$ cat src/rtl/gate_arbiter_if.sv
// Request/result bundle between N client blocks and the shared gate arbiter.
// Packed per-requester fields: requester i owns op[3i+:3], a[WIDTH*i+:WIDTH], b[WIDTH*i+:WIDTH].
interface gate_arbiter_if #(
   parameter int N_REQ = 4,
   parameter int WIDTH = 16,
   parameter int IDW   = 2
);
   logic [N_REQ-1:0]       req;
   logic [3*N_REQ-1:0]     op;
   logic [WIDTH*N_REQ-1:0] a;
   logic [WIDTH*N_REQ-1:0] b;
   logic [N_REQ-1:0]       gnt;
   logic [IDW-1:0]         gnt_id;
   logic [WIDTH-1:0]       y;
   logic                   valid;
   logic                   err;
   logic                   busy;

   // Handshake: a requester holds req/op/a/b until it sees its gnt bit.
   // Its result comes back later as a one-cycle valid with gnt_id equal to
   // its index. req is level-held, so one still high on return to IDLE
   // counts as a new request.
   modport master (
      output req, op, a, b,
      input  gnt, gnt_id, y, valid, err, busy
   );

   modport slave (
      input  req, op, a, b,
      output gnt, gnt_id, y, valid, err, busy
   );
endinterface

$ cat src/rtl/gate_arbiter.sv
// Round-robin arbiter sharing one registered bitwise gate unit among N_REQ clients.
// Sequence per operation: IDLE (grant + latch) -> EXEC (compute, valid) -> DONE (advance ptr).
module gate_arbiter #(
   parameter int N_REQ = 4,
   parameter int WIDTH = 16,
   parameter int IDW   = 2
) (
   input  logic          clk,
   input  logic          rst_n,
   gate_arbiter_if.slave bus,
   output logic [1:0]    dbg_state_o
);

   localparam int PW = IDW + 1;

   typedef enum logic [1:0] {
      S_IDLE = 2'd0,
      S_EXEC = 2'd1,
      S_DONE = 2'd2
   } state_e;

   state_e           state_q, state_d;
   logic [N_REQ-1:0] gnt_q, gnt_d;
   logic [IDW-1:0]   gnt_id_q, gnt_id_d;
   logic [IDW-1:0]   ptr_q, ptr_d;
   logic [WIDTH-1:0] y_q, y_d;
   logic             valid_q, valid_d;
   logic             err_q, err_d;
   logic [2:0]       op_q, op_d;
   logic [WIDTH-1:0] a_q, a_d;
   logic [WIDTH-1:0] b_q, b_d;

   logic [PW-1:0]    cand;
   logic [IDW-1:0]   cand_id;
   logic             win_found;
   logic [IDW-1:0]   win_id;
   logic [2:0]       op_sel;
   logic [WIDTH-1:0] a_sel;
   logic [WIDTH-1:0] b_sel;
   logic [WIDTH-1:0] alu_y;
   logic             alu_err;

   // Rotating search from ptr+1; one spare bit keeps ptr+k from wrapping
   // before the explicit modulo-N_REQ subtraction.
   always_comb begin
      cand      = '0;
      cand_id   = '0;
      win_found = 1'b0;
      win_id    = '0;
      for (int k = 1; k <= N_REQ; k++) begin
         cand = {1'b0, ptr_q} + PW'(k);
         if (cand >= PW'(N_REQ)) begin
            cand = cand - PW'(N_REQ);
         end
         cand_id = cand[IDW-1:0];
         if (!win_found && bus.req[cand_id]) begin
            win_found = 1'b1;
            win_id    = cand_id;
         end
      end
   end

   always_comb begin
      op_sel = bus.op[int'(win_id) * 3 +: 3];
      a_sel  = bus.a[int'(win_id) * WIDTH +: WIDTH];
      b_sel  = bus.b[int'(win_id) * WIDTH +: WIDTH];
   end

   always_comb begin
      alu_y   = '0;
      alu_err = 1'b0;
      case (op_q)
         3'd0:    alu_y = ~(a_q & b_q);
         3'd1:    alu_y = ~a_q;
         3'd2:    alu_y = a_q & b_q;
         3'd3:    alu_y = a_q | b_q;
         3'd4:    alu_y = a_q ^ b_q;
         default: begin
            alu_y   = '0;
            alu_err = 1'b1;
         end
      endcase
   end

   always_comb begin
      state_d  = state_q;
      gnt_d    = gnt_q;
      gnt_id_d = gnt_id_q;
      ptr_d    = ptr_q;
      y_d      = y_q;
      valid_d  = valid_q;
      err_d    = err_q;
      op_d     = op_q;
      a_d      = a_q;
      b_d      = b_q;
      case (state_q)
         S_IDLE: begin
            if (win_found) begin
               gnt_d    = N_REQ'(1) << win_id;
               gnt_id_d = win_id;
               op_d     = op_sel;
               a_d      = a_sel;
               b_d      = b_sel;
               state_d  = S_EXEC;
            end
         end
         S_EXEC: begin
            gnt_d   = '0;
            y_d     = alu_y;
            err_d   = alu_err;
            valid_d = 1'b1;
            state_d = S_DONE;
         end
         S_DONE: begin
            // ptr only advances once the result is out, so an abandoned
            // operation (reset) never moves priority.
            valid_d = 1'b0;
            ptr_d   = gnt_id_q;
            state_d = S_IDLE;
         end
         default: begin
            state_d = S_IDLE;
         end
      endcase
   end

   always_ff @(posedge clk) begin
      if (!rst_n) begin
         state_q  <= S_IDLE;
         gnt_q    <= '0;
         gnt_id_q <= '0;
         ptr_q    <= IDW'(N_REQ - 1);
         y_q      <= '0;
         valid_q  <= 1'b0;
         err_q    <= 1'b0;
         op_q     <= '0;
         a_q      <= '0;
         b_q      <= '0;
      end else begin
         state_q  <= state_d;
         gnt_q    <= gnt_d;
         gnt_id_q <= gnt_id_d;
         ptr_q    <= ptr_d;
         y_q      <= y_d;
         valid_q  <= valid_d;
         err_q    <= err_d;
         op_q     <= op_d;
         a_q      <= a_d;
         b_q      <= b_d;
      end
   end

   assign bus.gnt     = gnt_q;
   assign bus.gnt_id  = gnt_id_q;
   assign bus.y       = y_q;
   assign bus.valid   = valid_q;
   assign bus.err     = err_q;
   assign bus.busy    = (state_q != S_IDLE);
   assign dbg_state_o = state_q;

endmodule
$ cat src/flat_wrapper.sv
// flat-port wrapper written by rule: the top's interface ports become plain ports
module gate_arbiter_flat 
#(
   parameter int N_REQ = 4,
   parameter int WIDTH = 16,
   parameter int IDW   = 2
)
  (clk, rst_n, dbg_state_o, bus_req, bus_op, bus_a, bus_b, bus_gnt, bus_gnt_id, bus_y, bus_valid, bus_err, bus_busy);
  gate_arbiter_if #(.N_REQ(N_REQ), .WIDTH(WIDTH), .IDW(IDW)) bus_i ();
  input  logic clk;
  input  logic rst_n;
  output logic [1:0] dbg_state_o;
  input wire logic [$bits(bus_i.req)-1:0] bus_req;
  input wire logic [$bits(bus_i.op)-1:0] bus_op;
  input wire logic [$bits(bus_i.a)-1:0] bus_a;
  input wire logic [$bits(bus_i.b)-1:0] bus_b;
  output wire logic [$bits(bus_i.gnt)-1:0] bus_gnt;
  output wire logic [$bits(bus_i.gnt_id)-1:0] bus_gnt_id;
  output wire logic [$bits(bus_i.y)-1:0] bus_y;
  output wire logic [$bits(bus_i.valid)-1:0] bus_valid;
  output wire logic [$bits(bus_i.err)-1:0] bus_err;
  output wire logic [$bits(bus_i.busy)-1:0] bus_busy;
  assign bus_i.req = bus_req;
  assign bus_i.op = bus_op;
  assign bus_i.a = bus_a;
  assign bus_i.b = bus_b;
  assign bus_gnt = bus_i.gnt;
  assign bus_gnt_id = bus_i.gnt_id;
  assign bus_y = bus_i.y;
  assign bus_valid = bus_i.valid;
  assign bus_err = bus_i.err;
  assign bus_busy = bus_i.busy;
  gate_arbiter #(.N_REQ(N_REQ), .WIDTH(WIDTH), .IDW(IDW)) u_core (.clk(clk), .rst_n(rst_n), .bus(bus_i), .dbg_state_o(dbg_state_o));
endmodule
$ cat config.mk
export PLATFORM = sky130hd
export DESIGN_NAME = gate_arbiter_flat
export DESIGN_NICKNAME = d
export VERILOG_FILES = /design/src/rtl/gate_arbiter_if.sv /design/src/rtl/gate_arbiter.sv /design/src/flat_wrapper.sv
export SDC_FILE = /design/constraint.sdc
export NUM_CORES = 1
export LEC_CHECK = 0
export CORE_MARGIN = 1
export CORE_UTILIZATION = 45
export DETAILED_ROUTE_END_ITERATION = 12
export GPL_TIMING_DRIVEN = 0
export PLACE_DENSITY = 0.81
export SYNTH_ARGS = -nofsm -noshare
export SYNTH_HDL_FRONTEND = slang
export SYNTH_SLANG_ARGS = --single-unit
$ cat constraint.sdc
create_clock -name clk -period 2.2 [get_ports clk]
set_input_delay 0.44 -clock clk [delete_from_list [all_inputs] [get_ports clk]]
set_output_delay 0.44 -clock clk [all_outputs]
set_load 0.01 [all_outputs]
---- After elaboration in Yosys (flattened, before gate mapping) ----
Index checks and enable logic that the tools add are counted.
word-level totals
  logic and storage cells ................. 84
  RAM bits ................................ 0
  ROM bits ................................ 0
  register bits after elaboration ......... 63
  output and inout port bits .............. 27
  bits in latches ......................... 0
  input bits .............................. 146
  memories kept ........................... 0
cells by class
  bitwise logic cells ..................... 5
  shift operators ......................... 4
  multipliers ............................. 1
  mux-type cells .......................... 27
  reductions and logical operators ........ 14
  $add $sub $neg .......................... 8
  equality and inequality tests ........... 7
  div/mod/pow operators ................... 0
  $lt $le $gt $ge ......................... 8
operator list
  kind                   number
  $shiftx A64 B7 Y16     2
  $pmux W16 S5           1
  $not A16 Y16           2
  $shiftx A12 B32 Y3     1
  $mux W2                9
  $and A16 B16 Y16       1
  $or A16 B16 Y16        1
  $xor A16 B16 Y16       1
  $ge A3 B3 Y1 const B   4
  $lt A2 B3 Y1 const B   4
  $mux W1                9
  $bmux W1 S2            4
  $pmux W4 S2            1
  $sub A2 B1 Y2 const B  4
  $add A2 B2 Y3 const B  2
  $eq A3 B2 Y1 const B   2
  $reduce_bool A2 Y1     3
  $reduce_or A5 Y1       1
  $mul A2 B2 Y4 const B  1
  $mux W4                1
  $pmux W2 S2            1
  $reduce_and A2 Y1      2
  $shl A1 B2 Y4 const A  1
  $add A2 B1 Y3 const B  1
  other kinds (11)       15

---- Longest topological paths before layout ----
  word-level depth ........................ 18
  gate-level depth with buffers ........... 8
  mapped depth without buffers ............ 7

---- Least setup slack after synthesis ----
OpenSTA, ideal clock, no wires.
  path kind ............................... in2reg
  start ................................... input bus_req[0]
  end ..................................... register u_core.b_q[3]
  path buffers ............................ 1
  setup time .............................. 74 ps
  path slack .............................. 403 ps
  data required time ...................... 2126 ps
  stages .................................. 5
  data arrival time ....................... 1723 ps
  cells stage by stage .................... o211a_1 > a2111oi_4 > buf_6 > nand3_1 > a31oi_1
on the way
  cells in the longest elaborated chain, start to end .. 13
  elaborated cells on any way between the ends .. 24
  those cells by class .................... 1 x shift; 16 x mux; 7 x reduce/logical
RTL lines
  what                                                            line                 text
  from (decl)                                                     flat_wrapper.sv:13   input wire logic [$bits(bus_i.req)-1:0] bus_req;
  $bmux W1 S2                                                     gate_arbiter.sv:56   if (!win_found && bus.req[cand_id]) begin
  $mux W1 (implied by the code)                                   gate_arbiter.sv:56
  $mux W1                                                         gate_arbiter.sv:56
  $logic_not A1 Y1                                                gate_arbiter.sv:56
  $logic_and A1 B1 Y1                                             gate_arbiter.sv:56
  $mux W1                                                         gate_arbiter.sv:56
  $logic_not A1 Y1                                                gate_arbiter.sv:56
  $logic_and A1 B1 Y1                                             gate_arbiter.sv:56
  $mux W1                                                         gate_arbiter.sv:56
  $logic_not A1 Y1                                                gate_arbiter.sv:56
  $logic_and A1 B1 Y1                                             gate_arbiter.sv:56
  $mux W2 / $mux W1 (equally long branches)                       gate_arbiter.sv:56
  $shiftx A64 B7 Y16 / $reduce_and A2 Y1 (equally long branches)  --
  to (signal assigned)                                            gate_arbiter.sv:138  b_q <= '0;
  to (signal assigned)                                            gate_arbiter.sv:149  b_q <= b_d;
  to (decl)                                                       gate_arbiter.sv:31   logic [WIDTH-1:0] b_q, b_d;
Parallel ways exist; a longest one is shown, timed or not. The select of a mux whose other input is x is not followed.
A chain may end at the register's enable or synchronous reset.

---- Final worst setup path ----
  start ................................... input bus_req[3]
  end ..................................... register u_core.a_q[7]
on the way
  cells in the longest elaborated chain, start to end .. 13
  elaborated cells on any way between the ends .. 24
  those cells by class .................... 1 x shift; 16 x mux; 7 x reduce/logical
RTL lines
  what                                                            line                 text
  $bmux W1 S2                                                     gate_arbiter.sv:56
  $mux W1 (implied by the code)                                   gate_arbiter.sv:56
  $mux W1                                                         gate_arbiter.sv:56
  $logic_not A1 Y1                                                gate_arbiter.sv:56
  $logic_and A1 B1 Y1                                             gate_arbiter.sv:56
  $mux W1                                                         gate_arbiter.sv:56
  $logic_not A1 Y1                                                gate_arbiter.sv:56
  $logic_and A1 B1 Y1                                             gate_arbiter.sv:56
  $mux W1                                                         gate_arbiter.sv:56
  $logic_not A1 Y1                                                gate_arbiter.sv:56
  $logic_and A1 B1 Y1                                             gate_arbiter.sv:56
  $mux W2 / $mux W1 (equally long branches)                       gate_arbiter.sv:56
  $shiftx A64 B7 Y16 / $reduce_and A2 Y1 (equally long branches)  --
  to (signal assigned)                                            gate_arbiter.sv:137  a_q <= '0;
  to (signal assigned)                                            gate_arbiter.sv:148  a_q <= a_d;
  to (decl)                                                       gate_arbiter.sv:30   logic [WIDTH-1:0] a_q, a_d;
Parallel ways exist; a longest one is shown, timed or not. The select of a mux whose other input is x is not followed.

==> impl_metrics.prom <==
# TYPE chip_impl_metric gauge
chip_impl_metric{name="clock_sink_count",unit=""} 63
chip_impl_metric{name="port-buffer-count",unit=""} 171
chip_impl_metric{name="fin_cells",unit=""} 918
chip_impl_metric{name="synth_edf_count",unit=""} 0
chip_impl_metric{name="detail_route.wl_per_cell",unit="µm"} 19.0
chip_impl_metric{name="final_hold_viol_count",unit=""} 0
chip_impl_metric{name="critPathArrivalTime",unit="ns"} 2.39
chip_impl_metric{name="tns",unit="ns"} 0
chip_impl_metric{name="clkLatencyLatePin",unit="ns"} 0.35
chip_impl_metric{name="routed_wirelength",unit="mm"} 17.4
chip_impl_metric{name="layout_nets",unit=""} 962
chip_impl_metric{name="worstRegToRegCells",unit=""} 8
chip_impl_info{name="cts-root-buf",value="sky130_fd_sc_hd__clkbuf_8"} 1
chip_impl_metric{name="dp_cells",unit=""} 900
chip_impl_metric{name="synthMuxAreaShare",unit=""} 0.0131
chip_impl_metric{name="timing.final.crit_period",unit="ns"} 2.17
chip_impl_info{name="crit_start_category",value="input port"} 1
chip_impl_metric{name="simple_gate_share_of_the_synthesized_area",unit=""} 0.204
chip_impl_metric{name="timing.critical_path.fanout_max",unit=""} 10
chip_impl_metric{name="floorplan_core_area",unit="µm²"} 9820
chip_impl_metric{name="synth.avg_cell_area",unit="µm²"} 7.72
chip_impl_metric{name="layout-area-overhead-vs-synth",unit="%"} 47.9
chip_impl_info{name="run_status",value="finished clean"} 1
chip_impl_metric{name="netlist_instances",unit=""} 596
chip_impl_info{name="cts_tree",value="done"} 1
chip_impl_info{name="hold_path.class",value="flip-flop to flip-flop"} 1
chip_impl_metric{name="min_delay_path_depth",unit=""} 2
chip_impl_metric{name="remaining_drc_errors",unit=""} 0
chip_impl_metric{name="grt_pass1_wl",unit="mm"} 26.4
chip_impl_metric{name="cts-htree-levels",unit=""} 3
chip_impl_metric{name="maximum_number_of_pins_on_one_net_before_global_route_repair",unit=""} 11
chip_impl_metric{name="dieArea",unit="µm²"} 10600
chip_impl_metric{name="fin_worst_hold_slack",unit="ns"} 0.471
chip_impl_metric{name="initial_utilization",unit=""} 0.469
chip_impl_metric{name="setup-violations-final",unit=""} 0
chip_impl_metric{name="postSynthRegisterBits",unit=""} 63
chip_impl_info{name="yosys.area.top_type",value="sky130_fd_sc_hd__dfxtp_1"} 1
chip_impl_info{name="netlist_top_cells_area",value="sky130_fd_sc_hd__dfxtp_1 27%, sky130_fd_sc_hd__ha_1 9.8%, sky130_fd_sc_hd__nand3_1 7.6%, sky130_fd_sc_hd__o21ai_0 7.2%, sky130_fd_sc_hd__a221oi_1 6.7%"} 1
chip_impl_metric{name="die_w",unit="µm"} 103
chip_impl_metric{name="static-leakage-power",unit="µW"} 0.00260
chip_impl_metric{name="grt_total_ovfl",unit=""} 0
chip_impl_metric{name="fin_crit_sh",unit=""} 0.984
chip_impl_metric{name="post-synth-top-area-fraction",unit=""} 0.274
chip_impl_metric{name="async_reset_ff_frac",unit=""} 0
chip_impl_metric{name="timing.slew.headroom",unit=""} 0.544
chip_impl_metric{name="number_of_iterations_in_the_first_detailed_routing_pass",unit=""} 6
chip_impl_metric{name="hold_buffers",unit=""} 0
chip_impl_metric{name="power_per_cell_area",unit="nW/µm²"} 649
chip_impl_info{name="timing.critical_path.to_type",value="flip-flop"} 1
chip_impl_metric{name="dpl.hpwl",unit="mm"} 13.4
chip_impl_metric{name="netlist_area",unit="µm²"} 4600
chip_impl_metric{name="maximum_capacitance_violations",unit=""} 0
chip_impl_metric{name="synth_adder_area_share",unit=""} 0.0979
chip_impl_metric{name="antenna_found_initial",unit=""} 1
chip_impl_metric{name="num_vias",unit=""} 5512
chip_impl_metric{name="die_h",unit="µm"} 103
chip_impl_metric{name="numCtsBuffers",unit=""} 9
chip_impl_metric{name="skew_final",unit="ns"} 0.00414
chip_impl_metric{name="cts_max_path_buffers",unit=""} 2
chip_impl_metric{name="syn_nets",unit=""} 778
chip_impl_metric{name="antenna_violating_nets_post_route",unit=""} 0
chip_impl_metric{name="drt_iter0_drc",unit=""} 475
chip_impl_metric{name="fmaxAchievable",unit="MHz"} 462
chip_impl_metric{name="worst_slew_pin_slew",unit="ns"} 0.684
chip_impl_metric{name="yosysWarnings",unit=""} 0
chip_impl_metric{name="clk_pin_slew",unit="ns"} 0.07
chip_impl_metric{name="post_layout_total_power",unit="µW"} 4410
chip_impl_metric{name="ir_worst_vdd",unit="mV"} 0.333
chip_impl_metric{name="worstPathRequired",unit="ns"} 2.42
chip_impl_info{name="setup.worst_path.class",value="input port to flip-flop"} 1
chip_impl_metric{name="place_congestion",unit=""} 0.975
chip_impl_metric{name="final-max-slew-violation-count",unit=""} 0
chip_impl_metric{name="post_synth_xor_area_fraction",unit=""} 0.00190
chip_impl_metric{name="synthDistinctLibCells",unit=""} 45
chip_impl_metric{name="fp-row-count",unit=""} 36
chip_impl_metric{name="io_pins",unit=""} 173
chip_impl_info{name="synth_ff_type",value="sky130_fd_sc_hd__dfxtp_1"} 1
chip_impl_metric{name="layout-drive-gt1-share",unit=""} 0.0765
chip_impl_metric{name="vias_per_cell",unit=""} 6.00
chip_impl_metric{name="global_route.usage.total",unit=""} 0.332
chip_impl_metric{name="synth-compound-area-share",unit=""} 0.318
chip_impl_info{name="main_combinational_cell_family_by_area_after_synthesis",value="compound AO/OA/AOI/OAI gates"} 1
chip_impl_metric{name="final_core_area_utilization",unit=""} 0.693
chip_impl_metric{name="via_count_of_the_first_global_routing_pass",unit=""} 5276
chip_impl_metric{name="synth_seq_area_share",unit=""} 0.274
-- metal layers --
layer / GRT usage / share of wire / up-vias
met5: 0 / 0 / -
met4: 0.152 / 0.031 / 0
met2: 0.566 / 0.49 / 337
met3: 0.0712 / 0.088 / 56
li1: - / - / 2541
met1: 0.400 / 0.39 / 2578
-- sequential cells by signal (all words and copies together) (netlist names) --
name	count
u_core.op_q	3
u_core.bus.gnt_id	2
u_core.bus.gnt	4
u_core.ptr_q	2
u_core.b_q	16
u_core.dbg_state_o	2
u_core.bus.y	16
u_core.a_q	16
u_core.bus.err	1
u_core.bus.valid	1
-- power by group --
part,switching (µW),internal (µW),leakage [µW]
logic,948,830,0.00196
registers,143,1300,0.000521
clock network,470,723,0.000118
-- worst max-delay path, stage by stage --
cell and delay [ns]:
sky130_fd_sc_hd__dlygate4sd2_1 0.40, sky130_fd_sc_hd__and3b_2 0.29, sky130_fd_sc_hd__a21oi_1 0.14, sky130_fd_sc_hd__nand2_1 0.24
sky130_fd_sc_hd__clkbuf_4 0.32, sky130_fd_sc_hd__a221oi_1 0.43, sky130_fd_sc_hd__a31oi_1 0.13
-- logic make-up after synthesis --
kind of cell	Yosys count
buffers and inverters	96
AND/OR/NAND/NOR	178
adder cells (fa/ha/maj)	36
AO/OA/AOI/OAI	216
flip-flops	63
multiplexers	6
XOR/XNOR	1
-- metrics by stage --
| step | setup WS (ns) | cell area (µm²) |
|---|---|---|
| floorplan | 0.403 | 4600 |
| global placement | -0.530 | 6480 |
| detailed placement | -0.692 | 6480 |
| CTS | 0.00481 | 6780 |
| global route | -0.0379 | 6800 |
| finish | 0.0345 | 6800 |
-- cell usage after synthesis (9+ instances only) --
master                     number
sky130_fd_sc_hd__a21boi_1      12
sky130_fd_sc_hd__a21o_1        13
sky130_fd_sc_hd__a221oi_1      35
sky130_fd_sc_hd__a31oi_1       36
sky130_fd_sc_hd__buf_2         10
sky130_fd_sc_hd__clkbuf_1      40
sky130_fd_sc_hd__dfxtp_1       63
sky130_fd_sc_hd__ha_1          36
sky130_fd_sc_hd__inv_1         39
sky130_fd_sc_hd__nand2_1       28
sky130_fd_sc_hd__nand2b_1      16
sky130_fd_sc_hd__nand3_1       70
sky130_fd_sc_hd__nor2_1         9
sky130_fd_sc_hd__nor2b_1       31
sky130_fd_sc_hd__nor3_1        12
sky130_fd_sc_hd__o211ai_1      17
sky130_fd_sc_hd__o21ai_0       66
-- layout make-up --
type	count	area, µm²
Fill cell	852	3020
Tap cell	133	166
Clock buffer	12	165
Buffer	56	285
Timing Repair Buffer	174	1750
Multi-Input combinational cell	437	2960
Sequential cell	63	1260
Clock inverter	3	65.1
Inverter	39	146
Antenna cell	1	2.50
-- final timing paths --
path | start | endpoint | slack, ns
setup / recovery | bus_req[3] | u_core.a_q[7] | 0.03
hold reg to reg | u_core.bus.y[6] | u_core.bus.y[6] | 0.47
setup reg to reg | u_core.dbg_state_o[0] | u_core.a_q[7] | 0.12
hold / removal | u_core.bus.y[6] | u_core.bus.y[6] | 0.47
-- timing repair --
action | in CTS | in global routing
hold endpoints to repair | 0 | 0
pin swaps | 2 | 0
resized for setup | 16 | 16
buffers inserted | 3 | 0
setup endpoints to repair | 39 | 49
-- layout by cell type, fill, tap and decap left out, types with 29 or more instances in the layout --
cell,synthesis,layout
sky130_fd_sc_hd__clkdlybuf4s50_1,0,166
sky130_fd_sc_hd__nand3_1,70,70
sky130_fd_sc_hd__o21ai_0,66,66
sky130_fd_sc_hd__dfxtp_1,63,63
sky130_fd_sc_hd__inv_1,39,38
sky130_fd_sc_hd__a31oi_1,36,36
sky130_fd_sc_hd__ha_1,36,35
sky130_fd_sc_hd__a221oi_1,35,31
sky130_fd_sc_hd__nor2b_1,31,30
sky130_fd_sc_hd__clkbuf_1,40,29
(Power assumes the default switching activity.)
